File: config.mk
export PLATFORM = sky130hd
export DESIGN_NAME = mux8_share_arbiter
export DESIGN_NICKNAME = d
export VERILOG_FILES = /design/src/rtl/mux8_share_arbiter_pkg.sv /design/src/rtl/mux8_share_arbiter_mux.sv /design/src/rtl/mux8_share_arbiter.sv
export SDC_FILE = /design/constraint.sdc
export NUM_CORES = 1
export LEC_CHECK = 0
export BUFFER_PORTS_ARGS = -buffer_cell sky130_fd_sc_hd__buf_2
export CORE_MARGIN = 8
export CORE_UTILIZATION = 39
export CTS_CLUSTER_SIZE = 40
export DETAILED_ROUTE_END_ITERATION = 10
export PLACE_DENSITY = 0.86
export SLEW_MARGIN = 20
export SYNTH_ARGS = -nofsm -noshare
export SYNTH_HDL_FRONTEND = slang
export SYNTH_HIERARCHICAL = 1
export SYNTH_SLANG_ARGS = --single-unit
File: constraint.sdc
create_clock -name clk -period 1.7 [get_ports clk]
set_input_delay 0.17 -clock clk [delete_from_list [all_inputs] [get_ports clk]]
set_output_delay 0.17 -clock clk [all_outputs]
set_load 0.01 [all_outputs]
File: src/rtl/mux8_share_arbiter_pkg.sv
// Shared encodings for the two-port byte arbiter: FSM states and datapath width.
package arb_pkg;

  localparam int ARB_W = 8;

  typedef enum logic [1:0] {
    ARB_IDLE = 2'b00,
    ARB_OWN0 = 2'b01,
    ARB_OWN1 = 2'b10
  } arb_state_e;

endpackage

File: src/rtl/mux8_share_arbiter_mux.sv
// Shared 8-bit 2:1 datapath mux; purely combinational, s=1 selects i1.
module MUX_2to1_8Bit
  import arb_pkg::*;
(
  input  logic [ARB_W-1:0] i0,
  input  logic [ARB_W-1:0] i1,
  input  logic             s,
  output logic [ARB_W-1:0] y
);

  assign y = s ? i1 : i0;

endmodule

File: src/rtl/mux8_share_arbiter.sv
// Two-port byte arbiter into a 1-entry output register: accept->out_valid 1 cycle, grants stall while the register is full and out_ready=0.
// ARB_RR_EN selects round-robin with MAX_BEATS burst limit; default build is fixed priority (port 0 first).
module mux8_share_arbiter
  import arb_pkg::*;
#(
  parameter int MAX_BEATS = 4
) (
  input  logic             clk,
  input  logic             rst_n,
  input  logic             req0,
  input  logic [ARB_W-1:0] data0,
  output logic             gnt0,
  input  logic             req1,
  input  logic [ARB_W-1:0] data1,
  output logic             gnt1,
  output logic             sel,
  output logic             out_valid,
  output logic [ARB_W-1:0] out_data,
  input  logic             out_ready
);

  arb_state_e       state_q, state_d;
  logic             out_valid_q, out_valid_d;
  logic [ARB_W-1:0] out_data_q, out_data_d;
  logic [ARB_W-1:0] mux_y;
  logic             can_take;
  logic             win0, win1;

`ifdef ARB_RR_EN
  logic [3:0] cnt_q, cnt_d;
  logic       last_q, last_d;
  logic       under_limit;

  assign under_limit = cnt_q < 4'(MAX_BEATS - 1);
`endif

  MUX_2to1_8Bit u_mux (
    .i0 (data0),
    .i1 (data1),
    .s  (sel),
    .y  (mux_y)
  );

  // Winner selection: who would be granted if the output register can take a byte.
  always_comb begin
    win0 = 1'b0;
    win1 = 1'b0;
`ifdef ARB_RR_EN
    case (state_q)
      ARB_OWN0: begin
        if (req0 && (!req1 || under_limit)) win0 = 1'b1;
        else if (req1)                      win1 = 1'b1;
      end
      ARB_OWN1: begin
        if (req1 && (!req0 || under_limit)) win1 = 1'b1;
        else if (req0)                      win0 = 1'b1;
      end
      default: begin
        if (req0 && req1) begin
          win0 = last_q;
          win1 = !last_q;
        end else begin
          win0 = req0;
          win1 = req1;
        end
      end
    endcase
`else
    win0 = req0;
    win1 = !req0 && req1;
`endif
  end

  // Outputs: grants are masked during reset so gnt/sel read 0 without a clock.
  always_comb begin
    can_take = !out_valid_q || out_ready;
    gnt0     = rst_n && can_take && win0;
    gnt1     = rst_n && can_take && win1;
    sel      = gnt1;
  end

  assign out_valid = out_valid_q;
  assign out_data  = out_data_q;

  always_comb begin
    state_d     = state_q;
    out_valid_d = out_valid_q;
    out_data_d  = out_data_q;
`ifdef ARB_RR_EN
    cnt_d       = cnt_q;
    last_d      = last_q;
`endif
    if (gnt0 || gnt1) begin
      out_data_d  = mux_y;
      out_valid_d = 1'b1;
      state_d     = gnt1 ? ARB_OWN1 : ARB_OWN0;
`ifdef ARB_RR_EN
      last_d      = gnt1;
      if (state_d == state_q) cnt_d = (cnt_q == 4'hF) ? cnt_q : cnt_q + 4'd1;
      else                    cnt_d = 4'd0;
`endif
    end else if (can_take) begin
      state_d = ARB_IDLE;
`ifdef ARB_RR_EN
      cnt_d   = 4'd0;
`endif
      if (out_ready) out_valid_d = 1'b0;
    end
  end

  always_ff @(posedge clk or negedge rst_n) begin
    if (!rst_n) begin
      state_q     <= ARB_IDLE;
      out_valid_q <= 1'b0;
      out_data_q  <= '0;
`ifdef ARB_RR_EN
      cnt_q       <= 4'd0;
      last_q      <= 1'b1;
`endif
    end else begin
      state_q     <= state_d;
      out_valid_q <= out_valid_d;
      out_data_q  <= out_data_d;
`ifdef ARB_RR_EN
      cnt_q       <= cnt_d;
      last_q      <= last_d;
`endif
    end
  end

endmodule

# Word-level counts from Yosys, hierarchy flattened
# Index checks and enable logic that the tools add are counted.
# totals
register_bits	9
in_bits	21
out_inout_bits	12
elab_cells	17
# op_classes
mux	4
reduce_logical	11
# ops
operator	count
two-way mux 8 bit	1
logical AND 1 bit	4
nonzero test 2 bit	2
two-way mux 1 bit	3
logical NOT 1 bit	2
logical OR 1 bit	2
AND reduction 2 bit	1

# Logic depth before layout (Yosys ltp)
# Gate-level depths: netlist (run 1).
# depth
word_depth	7
ltp_mapped	5
mapped_depth_nobuf	4

# By module
# The synthesis (run 1) kept the hierarchy.
# by_module_without_submodules
mod	instances	cells_each	area_per_inst_um2	seq_area_each_um2
mux8_share_arbiter	1	23	375.4	225.2
MUX_2to1_8Bit	1	9	131.4	0.0

# Least setup slack after synthesis (run 1)
# No wires, ideal clock.
# synth_timing
path_kind	reg2reg
from	register out_valid_q (netlist: out_valid)
to	register out_data_q[0] (netlist: out_data[0])
setup_ns	0.125
arrival_ns	1.516
required_ns	1.575
setup_slack_ns	0.059
stages_incl_launch_ff	6
path_buffers	1
period_less_slack_ns	1.641
path_cell_list	dfrtp_1 > nand2b_2 > and4b_2 > buf_6 > mux2_4 > mux2_2
# synth_via
elab_chain_cells	5
elab_cells_between_ends	7
cone_classes	1 x mux; 6 x reduce/logical
# synth_lines
item	line_no	text
from (decl)	mux8_share_arbiter.sv:23	logic out_valid_q, out_valid_d;
from (signal assigned)	mux8_share_arbiter.sv:122	out_valid_q <= out_valid_d;
logical NOT 1 bit	mux8_share_arbiter.sv:76	can_take = !out_valid_q || out_ready;
logical OR 1 bit	mux8_share_arbiter.sv:76	
logical AND 1 bit (2 in series)	mux8_share_arbiter.sv:78	gnt1 = rst_n && can_take && win1;
named net gnt1	mux8_share_arbiter.sv:15	output logic gnt1,
two-way mux 8 bit	mux8_share_arbiter_mux.sv:11	assign y = s ? i1 : i0;
named net mux_y[0]	mux8_share_arbiter.sv:25	logic [ARB_W-1:0] mux_y;
to (signal assigned)	mux8_share_arbiter.sv:123	out_data_q <= out_data_d;
to (decl)	mux8_share_arbiter.sv:24	logic [ARB_W-1:0] out_data_q, out_data_d;
# The timed path passes the listed nets, and every way through them passes these cells.
# A chain may end at the register's enable or synchronous reset.

# Final worst setup path (run 1)
# layout_timing
from	input port rst_n
to	register out_data_q[3] (netlist: out_data[3])
# layout_via
elab_chain_cells	3
elab_cells_between_ends	5
cone_classes	1 x mux; 4 x reduce/logical
# layout_lines
item	line_no	text
from (decl)	mux8_share_arbiter.sv:9	input logic rst_n,
logical AND 1 bit (2 in series)	mux8_share_arbiter.sv:78	
two-way mux 8 bit	mux8_share_arbiter_mux.sv:11	
named net mux_y[3]	mux8_share_arbiter.sv:25	
# The timed path passes the listed nets, and every way through them passes these cells.

==> results of run 1 <==
-- area by class of cell --
type / instances / area, um2 / area share
Multi-Input combinational cell: 21 / 265 / 0.372
Sequential cell: 9 / 225 / 0.316
Timing Repair Buffer: 34 / 178 / 0.249
Clock buffer: 4 / 26.3 / 0.0368
Tap cell: 15 / 18.8 / 0.0263
-- synth_stat cells (all sizes together) --
master,count
and4b,1
mux2,16
dfrtp,9
buf,2
nand2,1
o211ai,1
nand2b,1
and3,1
-- worst register-to-register path: cells and delay by family (launching register included) --
| family | cells | cell delay [ps] |
|---|---|---|
| DFF | 1 | 380 |
| and+or+nand+nor | 2 | 510 |
| muxes | 2 | 570 |
-- sequential cells by signal, summed over array words and instances (netlist names) --
signal	count
out_data	8
out_valid	1
-- where the power goes --
| group | leakage [nW] | switching, mW | internal [mW] |
|---|---|---|---|
| clock | 0.0150 | 0.0817 | 0.0909 |
| combinational | 0.250 | 0.0788 | 0.108 |
| sequential | 0.106 | 0.0175 | 0.255 |
-- per-layer routing --
layer | routed length (um) | track usage | up-vias | part of all wire
li1 | - | - | 191 | -
met1 | 411 | 0.0824 | 179 | 0.37
met2 | 579 | 0.150 | 17 | 0.52
met3 | 109 | 0.0513 | 3 | 0.097
met4 | 23 | 0.0664 | 0 | 0.020
met5 | 0 | 0 | - | 0
-- cell families after synthesis --
family                 after synthesis  synth area share
buffers and inverters                2            0.0370
and+or+nand+nor                      4            0.0617
DFF                                  9             0.444
muxes                               16             0.415
AOI/OAI and AO/OA                    1            0.0420
-- worst max-delay path by stage --
| stage | to | slack, ps | cells past startpoint |
|---|---|---|---|
| floorplan | out_data[0] | 60 | 5 |
| global placement | out_data[7] | 90 | 4 |
| detailed placement | out_data[3] | 50 | 4 |
| CTS | out_data[3] | 40 | 4 |
| global route | out_data[7] | 50 | 5 |
| finish | out_data[3] | 90 | 5 |
-- what timing repair did --
action                                  4_1_cts  5_1_grt
resized for setup                             0        1
endpoints found under the setup margin        0        7
hold buffers                                  1        0
endpoints found under the hold margin         9        0
buffers inserted                              0        0
-- through the flow --
step / utilization / power (mW) / hold WS, ps / worst slack [ps]
global route: 0.569 / 0.669 / 250 / 50.3
detailed placement: 0.538 / 0.466 / 112 / 49.2
finish: 0.569 / 0.632 / 227 / 88.6
CTS: 0.567 / 0.641 / 219 / 36.1
global placement: 0.538 / 0.461 / 111 / 89.6
floorplan: - / 0.382 / -126 / 58.9
==> results.json, run 1 <==
{
  "status": "complete, no violations",
  "dr_total_vias": 390,
  "critical-path-max-stage-delay_ps": 540,
  "powerDensity_mw_per_mm2": 886,
  "synth_fp_nets": 53,
  "stdcell_area_um2": 713,
  "rsz0062_at_grt": "false",
  "io_pins": 33,
  "finalCritPeriodShare": 0.948,
  "final_cell_mix": "32 x buf_2, 9 x dfrtp_1, 8 x mux2_2, 8 x mux2_4, 3 x clkbuf_4",
  "holdPathEnd": "out_valid",
  "slew_viol_final": 0,
  "die_area_mm2": 0.00271,
  "synth.area.top_cells": "dfrtp_1 44%, mux2_4 24%, mux2_2 18%",
  "max-cap-violations": 0,
  "avgSynthCellArea_um2": 15.8,
  "p_leak_nw": 0.371,
  "stdcell_count": 83,
  "startpoint_type": "input pin",
  "grtUsageTotal": 0.0912,
  "tns_ps": 0,
  "synth_seq_cells": 9,
  "crit_buf_inv": 2,
  "synthesis.area_um2": 507,
  "grt_pass1_vias": 445,
  "postSynthCellCount": 32,
  "cts_root_buf": "clkbuf_4",
  "cts_buffers": 3,
  "port_buffers": 32,
  "worst-r2r-setup-slack_ps": 120,
  "ys_types": 10,
  "cts.sinks": 9,
  "path_cells": "dlygate4sd3_1, buf_2, and4b_4, mux2_4, mux2_2",
  "yosys_warnings": 6,
  "clkLatencyLatePin_ps": 270,
  "tightest_slew_ps": 328,
  "die_h_um": 52.0,
  "cts_tree": "built",
  "critPathMaxFanout": 10,
  "ant_nets": 0,
  "wl_um": 1120,
  "final_hold_viol_count": 0,
  "grt_pass1_wl_um": 1840,
  "first_pass_iters": 2,
  "cp-end-kind": "flop",
  "clock_skew_ps": 2.43,
  "ir_drop_mv": 0.438,
  "n_antenna_cell": 0,
  "avgViaCountPerCell": 4.70,
  "wl_per_cell_um": 13.5,
  "final_common_cell": "buf_2",
  "initial_core_util": 0.405,
  "placedCellCount": 78,
  "fillers": 109,
  "hold_class": "input pin to flop",
  "cts-htree-levels": 1,
  "whs_path_depth": 3,
  "grt_max_degree": 12,
  "post-route-drc-count": 0,
  "crit_family": "buffers and inverters",
  "timing.rr.start": "out_valid",
  "die_x_um": 52.0,
  "crit_arrival_ps": 1760,
  "ys_seq_area_frac": 0.444,
  "antenna_found_initial": 0,
  "synth.largest_area_cell": "dfrtp_1",
  "clk_pin_slew_ps": 60,
  "rows": 13,
  "r2r-end": "out_data[3]",
  "grt_overflow": 0,
  "relSlewSlack": 0.780,
  "drive_gt1_frac": 0.824,
  "drtIter0Drc": 6,
  "max_freq_ghz": 0.621,
  "core_area_mm2": 0.00125,
  "min-delay-start": "out_ready",
  "setup_violations": 0,
  "min_period_ps": 1610,
  "worst-setup-path-type": "input pin to flop",
  "clk_path_buf_depth": 2,
  "r2r_cells": 4,
  "gp_congestion": 0.637,
  "fin_nets": 90,
  "worstPathRequired_ps": 1850,
  "cp_slowest_cell": "dlygate4sd3_1",
  "synthToLayoutAreaGrowth_pct": 40.7,
  "synth.top_cell.area_share": 0.444,
  "worstSetupStartpoint": "rst_n",
  "placed_cell_area_um2": 674
}
No activity file was read; power rests on OpenSTA's default activity.
==> run 2: changes to the inputs <==
--- a/config.mk
+++ b/config.mk
@@ -7,12 +7,11 @@
 export LEC_CHECK = 0
 export BUFFER_PORTS_ARGS = -buffer_cell sky130_fd_sc_hd__buf_2
-export CORE_MARGIN = 8
-export CORE_UTILIZATION = 39
+export CORE_AREA = 8 8 45 47
 export CTS_CLUSTER_SIZE = 40
 export DETAILED_ROUTE_END_ITERATION = 10
-export PLACE_DENSITY = 0.86
+export DIE_AREA = 0 0 53 55
+export PLACE_DENSITY = 0.84
 export SLEW_MARGIN = 20
 export SYNTH_ARGS = -nofsm -noshare
 export SYNTH_HDL_FRONTEND = slang
-export SYNTH_HIERARCHICAL = 1
 export SYNTH_SLANG_ARGS = --single-unit
==> constraint.sdc (replaced) <==
create_clock -name clk -period 1.7 [get_ports clk]
set_input_delay 0.425 -clock clk [delete_from_list [all_inputs] [get_ports clk]]
set_output_delay 0.425 -clock clk [all_outputs]
set_load 0.01 [all_outputs]
==> results.json, run 2 <==
{
  "crit_family": "flip-flops",
  "first_pass_iters": 2,
  "post-route-drc-count": 0,
  "async_reset_ff_frac": 1.00,
  "cts_root_buf": "clkbuf_4",
  "setup_violations": 0,
  "powerDensity_mw_per_mm2": 897,
  "synthFlopType": "dfrtp_1",
  "wl_um": 1210,
  "final_common_cell": "buf_2",
  "slew_viol_final": 0,
  "synthesis.area_um2": 504,
  "worst-r2r-setup-slack_ps": 500,
  "initial_core_util": 0.364,
  "ys_seq_area_frac": 0.447,
  "ir_drop_mv": 0.332,
  "utilization": 0.500,
  "r2r_cells": 3,
  "postSynthCellCount": 34,
  "grt_pass1_wl_um": 1720,
  "port_buffers": 32,
  "die_area_mm2": 0.00292,
  "ys_types": 11,
  "critPathMaxFanout": 4,
  "antenna_found_initial": 0,
  "cp_slowest_cell": "dfrtp_1",
  "worst-setup-path-type": "flop to output port",
  "drtIter0Drc": 5,
  "tightest_slew_ps": 467,
  "ant_nets": 0,
  "synth.top_cell.area_share": 0.447,
  "relSlewSlack": 0.688,
  "synth-edff-count": 0,
  "clk_pin_slew_ps": 60,
  "crit_end": "sel",
  "dr_total_vias": 380,
  "final_cell_mix": "32 x buf_2, 9 x dfrtp_1, 8 x mux2_4, 8 x mux2_2, 3 x clkbuf_4",
  "wl_per_cell_um": 14.4,
  "drive_gt1_frac": 0.779,
  "io_pins": 33,
  "clkLatencyLatePin_ps": 250,
  "dpl.hpwl_um": 1020,
  "path_depth": 4,
  "cts_resized": 0,
  "hold_class": "input pin to asynchronous set/reset pin",
  "synth_seq_cells": 9,
  "power_uw": 621,
  "critical-path-max-stage-delay_ps": 370,
  "path_cells": "nand2b_1, nand2_1, nor2_1, buf_2",
  "max-cap-violations": 0,
  "final_hold_viol_count": 0,
  "avgSynthCellArea_um2": 14.8,
  "postCtsHoldBufs": 0,
  "clk_path_buf_depth": 2,
  "cts_setup_buffers": 0,
  "synth.most_common_cell": "dfrtp_1",
  "grt_max_degree": 13,
  "cts-htree-levels": 1,
  "synth.largest_area_cell": "dfrtp_1",
  "worstPathRequired_ps": 1270,
  "stdcell_count": 84,
  "max_freq_ghz": 0.667,
  "timing.rr.start": "out_valid",
  "largest_reg_flops": 8,
  "p_leak_nw": 0.383,
  "die_h_um": 55,
  "status": "complete, no violations",
  "worstSetupStartpoint": "out_valid",
  "r2r-end": "out_data[2]",
  "cts_buffers": 3,
  "n_antenna_cell": 0,
  "cts.sinks": 9,
  "synth_fp_nets": 55,
  "core_area_mm2": 0.00138,
  "ys_top_cells_by_count": "9 x dfrtp_1, 8 x mux2_2, 8 x mux2_4, 2 x nand2_1",
  "startpoint_type": "flop",
  "crit_buf_inv": 1,
  "grt_pass1_vias": 389,
  "rows": 14,
  "gp_congestion": 0.743,
  "grtUsageTotal": 0.0809,
  "placed_cell_area_um2": 666,
  "min_period_ps": 1500,
  "cts_tree": "built",
  "synthToLayoutAreaGrowth_pct": 37.2,
  "clock_skew_ps": 0.529,
  "tns_ps": 0,
  "placedCellCount": 80,
  "synth.area.top_cells": "dfrtp_1 45%, mux2_4 24%, mux2_2 18%",
  "grt_overflow": 0,
  "rsz0062_at_grt": "false",
  "cp-end-kind": "output port",
  "avgViaCountPerCell": 4.52,
  "fin_nets": 90,
  "crit_arrival_ps": 1070,
  "finalCritPeriodShare": 0.881,
  "stdcell_area_um2": 692,
  "yosys_warnings": 0,
  "die_x_um": 53
}
-- run 2: metrics by stage --
stage / hold slack (ps) / setup WS [ps]
2_1_floorplan: 129 / 210
3_3_place_gp: 303 / 231
3_5_place_dp: 307 / 215
4_1_cts: 35.8 / 184
5_1_grt: 37.5 / 62.5
6_report: 38.2 / 202
-- run 2: final cells by class --
| class | instances | area [um2] |
|---|---|---|
| clock buffer | 4 | 26.3 |
| tap | 16 | 20.0 |
| multi-input combinational | 23 | 260 |
| sequential | 9 | 225 |
| fill | 137 | 692 |
| timing repair buffer | 32 | 160 |
-- run 2: worst min-delay path by stage --
stage               start           to  slack [ps]  depth (start not counted)
global placement    rst_n  out_data[0]         300                          1
global route        rst_n  out_data[6]          40                          1
floorplan           rst_n  out_data[0]         130                          0
finish              rst_n  out_data[3]          40                          1
detailed placement  rst_n  out_data[7]         310                          1
CTS                 rst_n  out_data[3]          40                          1
-- run 2: report_power, final --
part | leakage, nW | total [mW] | switching (mW) | internal [mW]
sequential | 0.106 | 0.275 | 0.0182 | 0.257
combinational | 0.263 | 0.192 | 0.0843 | 0.107
clock | 0.0150 | 0.154 | 0.0644 | 0.0898
total | 0.383 | 0.621 | 0.167 | 0.454
-- run 2: cell families after synthesis --
logic type,count (synthesis),synth area share
AO/OA/AOI/OAI,1,0.0248
buffers and inverters,2,0.0372
flip-flops,9,0.447
multiplexers,16,0.417
AND/OR/NAND/NOR,6,0.0744
-- run 2: routing by layer --
layer  vias to the layer above  share of wire  track usage
met3                         2           0.16       0.0455
met4                         0         0.0050       0.0388
met2                        22           0.47        0.133
met1                       167           0.36       0.0823
li1                        189              -            -
met5                         -              0            0
==> run 3: changes to the inputs <==
ABC_AREA = 1   (was unset)
CORE_AREA = unset   (was 8 8 45 47)
CORE_MARGIN = 8   (was unset)
CORE_UTILIZATION = 43   (was unset)
DIE_AREA = unset   (was 0 0 53 55)
PLACE_DENSITY = 0.88   (was 0.84)
==> results.json, run 3 <==
{
  "status": "complete, no violations",
  "cts_resized": 0,
  "cts-htree-levels": 1,
  "power_uw": 691,
  "clk_path_buf_depth": 2,
  "grt_pass1_wl_um": 2590,
  "relSlewSlack": 0.885,
  "grtUsageTotal": 0.122,
  "synth.area.top_cells": "dfrtp_1 36%, nand3_2 14%, inv_1 11%",
  "drive_gt1_frac": 0.496,
  "wl_um": 1850,
  "gp_congestion": 0.815,
  "cts.sinks": 9,
  "tightest_slew_ps": 172,
  "clk_pin_slew_ps": 60,
  "n_antenna_cell": 0,
  "rows": 14,
  "clkLatencyLatePin_ps": 270,
  "grt_pass1_vias": 617,
  "synth.most_common_cell": "inv_1",
  "fillers": 128,
  "avgSynthCellArea_um2": 7.93,
  "setup_violations": 0,
  "crit_family": "flip-flops",
  "final_hold_viol_count": 0,
  "ys_seq_area_frac": 0.355,
  "grt_max_degree": 11,
  "ir_drop_mv": 0.457,
  "dpl.hpwl_um": 1390,
  "async_reset_ff_frac": 1.00,
  "max-cap-violations": 0,
  "post-route-drc-count": 0,
  "synthToLayoutAreaGrowth_pct": 37.7,
  "powerDensity_mw_per_mm2": 791,
  "synth.largest_area_cell": "dfrtp_1",
  "rsz0062_at_grt": "false",
  "placed_cell_area_um2": 817,
  "io_pins": 33,
  "ant_nets": 0,
  "startpoint_type": "flop",
  "wl_per_cell_um": 13.5,
  "utilization": 0.608,
  "synth-edff-count": 0,
  "stdcell_count": 137,
  "cts_setup_buffers": 0,
  "antenna_found_initial": 0,
  "fin_ws_ps": 144,
  "ys_top_cells_by_count": "18 x inv_1, 16 x nand2_1, 9 x dfrtp_1, 9 x nand3_1, 9 x nand3_2",
  "place_ws_ps": 211,
  "final_cell_mix": "32 x buf_2, 18 x inv_1, 16 x nand2_1, 10 x buf_4",
  "synth_seq_cells": 9,
  "die_area_mm2": 0.00296,
  "core_area_mm2": 0.00144,
  "synthFlopType": "dfrtp_1",
  "first_pass_iters": 4,
  "cp_slowest_cell": "dfrtp_1",
  "initial_core_util": 0.442,
  "worst-setup-path-type": "flop to output port",
  "yosys_warnings": 0,
  "cts_tree": "built",
  "dr_total_vias": 699,
  "grt_overflow": 0,
  "avgViaCountPerCell": 5.10,
  "tns_ps": 0,
  "postCtsHoldBufs": 0,
  "worstPathRequired_ps": 1270,
  "postSynthCellCount": 80,
  "critPathMaxFanout": 6,
  "drtIter0Drc": 16,
  "min_period_ps": 1560,
  "critical-path-max-stage-delay_ps": 390,
  "max_freq_ghz": 0.643,
  "cts_buffers": 3,
  "crit_arrival_ps": 1130,
  "whs_ps": 148,
  "finalCritPeriodShare": 0.915,
  "placedCellCount": 129,
  "cp-end-kind": "output port",
  "path_cells": "nand2_2, nand3_4, inv_2, buf_2",
  "fin_nets": 143,
  "synth_fp_nets": 101,
  "synthesis.area_um2": 634,
  "port_buffers": 32,
  "hold_class": "input pin to asynchronous set/reset pin",
  "crit_buf_inv": 2,
  "final_common_cell": "buf_2",
  "clock_skew_ps": 1.17,
  "die_h_um": 54.4,
  "largest_reg_flops": 8,
  "p_leak_nw": 0.551,
  "synth.top_cell.area_share": 0.355,
  "ys_types": 14,
  "cts_root_buf": "clkbuf_4",
  "die_x_um": 54.4,
  "stdcell_area_um2": 873,
  "slew_viol_final": 0
}
## run 3: cell count changes after synthesis, moves of 2 or more
| cell | change |
|---|---|
| nand3_2 | +9 |
| inv_1 | +18 |
| nand3_1 | +9 |
| inv_2 | +2 |
| nand4_1 | +8 |
| mux2_2 | -8 |
| nand2_1 | +14 |
| mux2_4 | -8 |
## run 3: cell type report
class	count	area [um2]	area share
tap	16	20.0	0.0229
sequential	9	225	0.258
clock buffer	4	26.3	0.0301
multi-input combinational	46	292	0.334
timing repair buffer	42	235	0.269
inverter	20	75.1	0.0860
## run 3: layer usage
metal  part of all wire  vias up  track usage
met5                  0        -            0
met4              0.039        0        0.102
met3               0.12        8       0.0489
met2               0.50       43        0.187
met1               0.34      314        0.128
li1                   -      334            -
## run 3: cells by family (layout without fill, tap and decap cells)
kind of cell,after synthesis,after routing,share of synthesized area
buffers and inverters,25,66,0.185
and+or+nand+nor,46,46,0.460
DFF,9,9,0.355
## run 3: worst paths after layout
| check | startpoint | endpoint | slack (ps) | depth (start not counted) |
|---|---|---|---|---|
| setup / recovery | out_valid | gnt1 | 140 | 4 |
| hold / removal | rst_n | out_data[2] | 150 | 2 |
| setup reg to reg | out_valid | out_data[5] | 410 | 7 |
| hold reg to reg | out_data[7] | out_data[7] | 510 | 2 |
| max in group asynchronous | rst_n | out_data[7] | 1420 | 2 |
| min in group clk | data0[3] | out_data[3] | 460 | 5 |
## run 3: worst reg2reg max path: stages (launching register included)
cell	delay, ps
dfrtp_1	390
nand2_2	150
nand3_4	120
buf_4	180
buf_4	180
nand2_1	70
nand3_1	70
nand2_1	60
## run 3: where the power goes
| group | total [mW] | internal [mW] | switching [mW] |
|---|---|---|---|
| clock | 0.175 | 0.0911 | 0.0837 |
| sequential | 0.282 | 0.255 | 0.0268 |
| combinational | 0.234 | 0.106 | 0.128 |
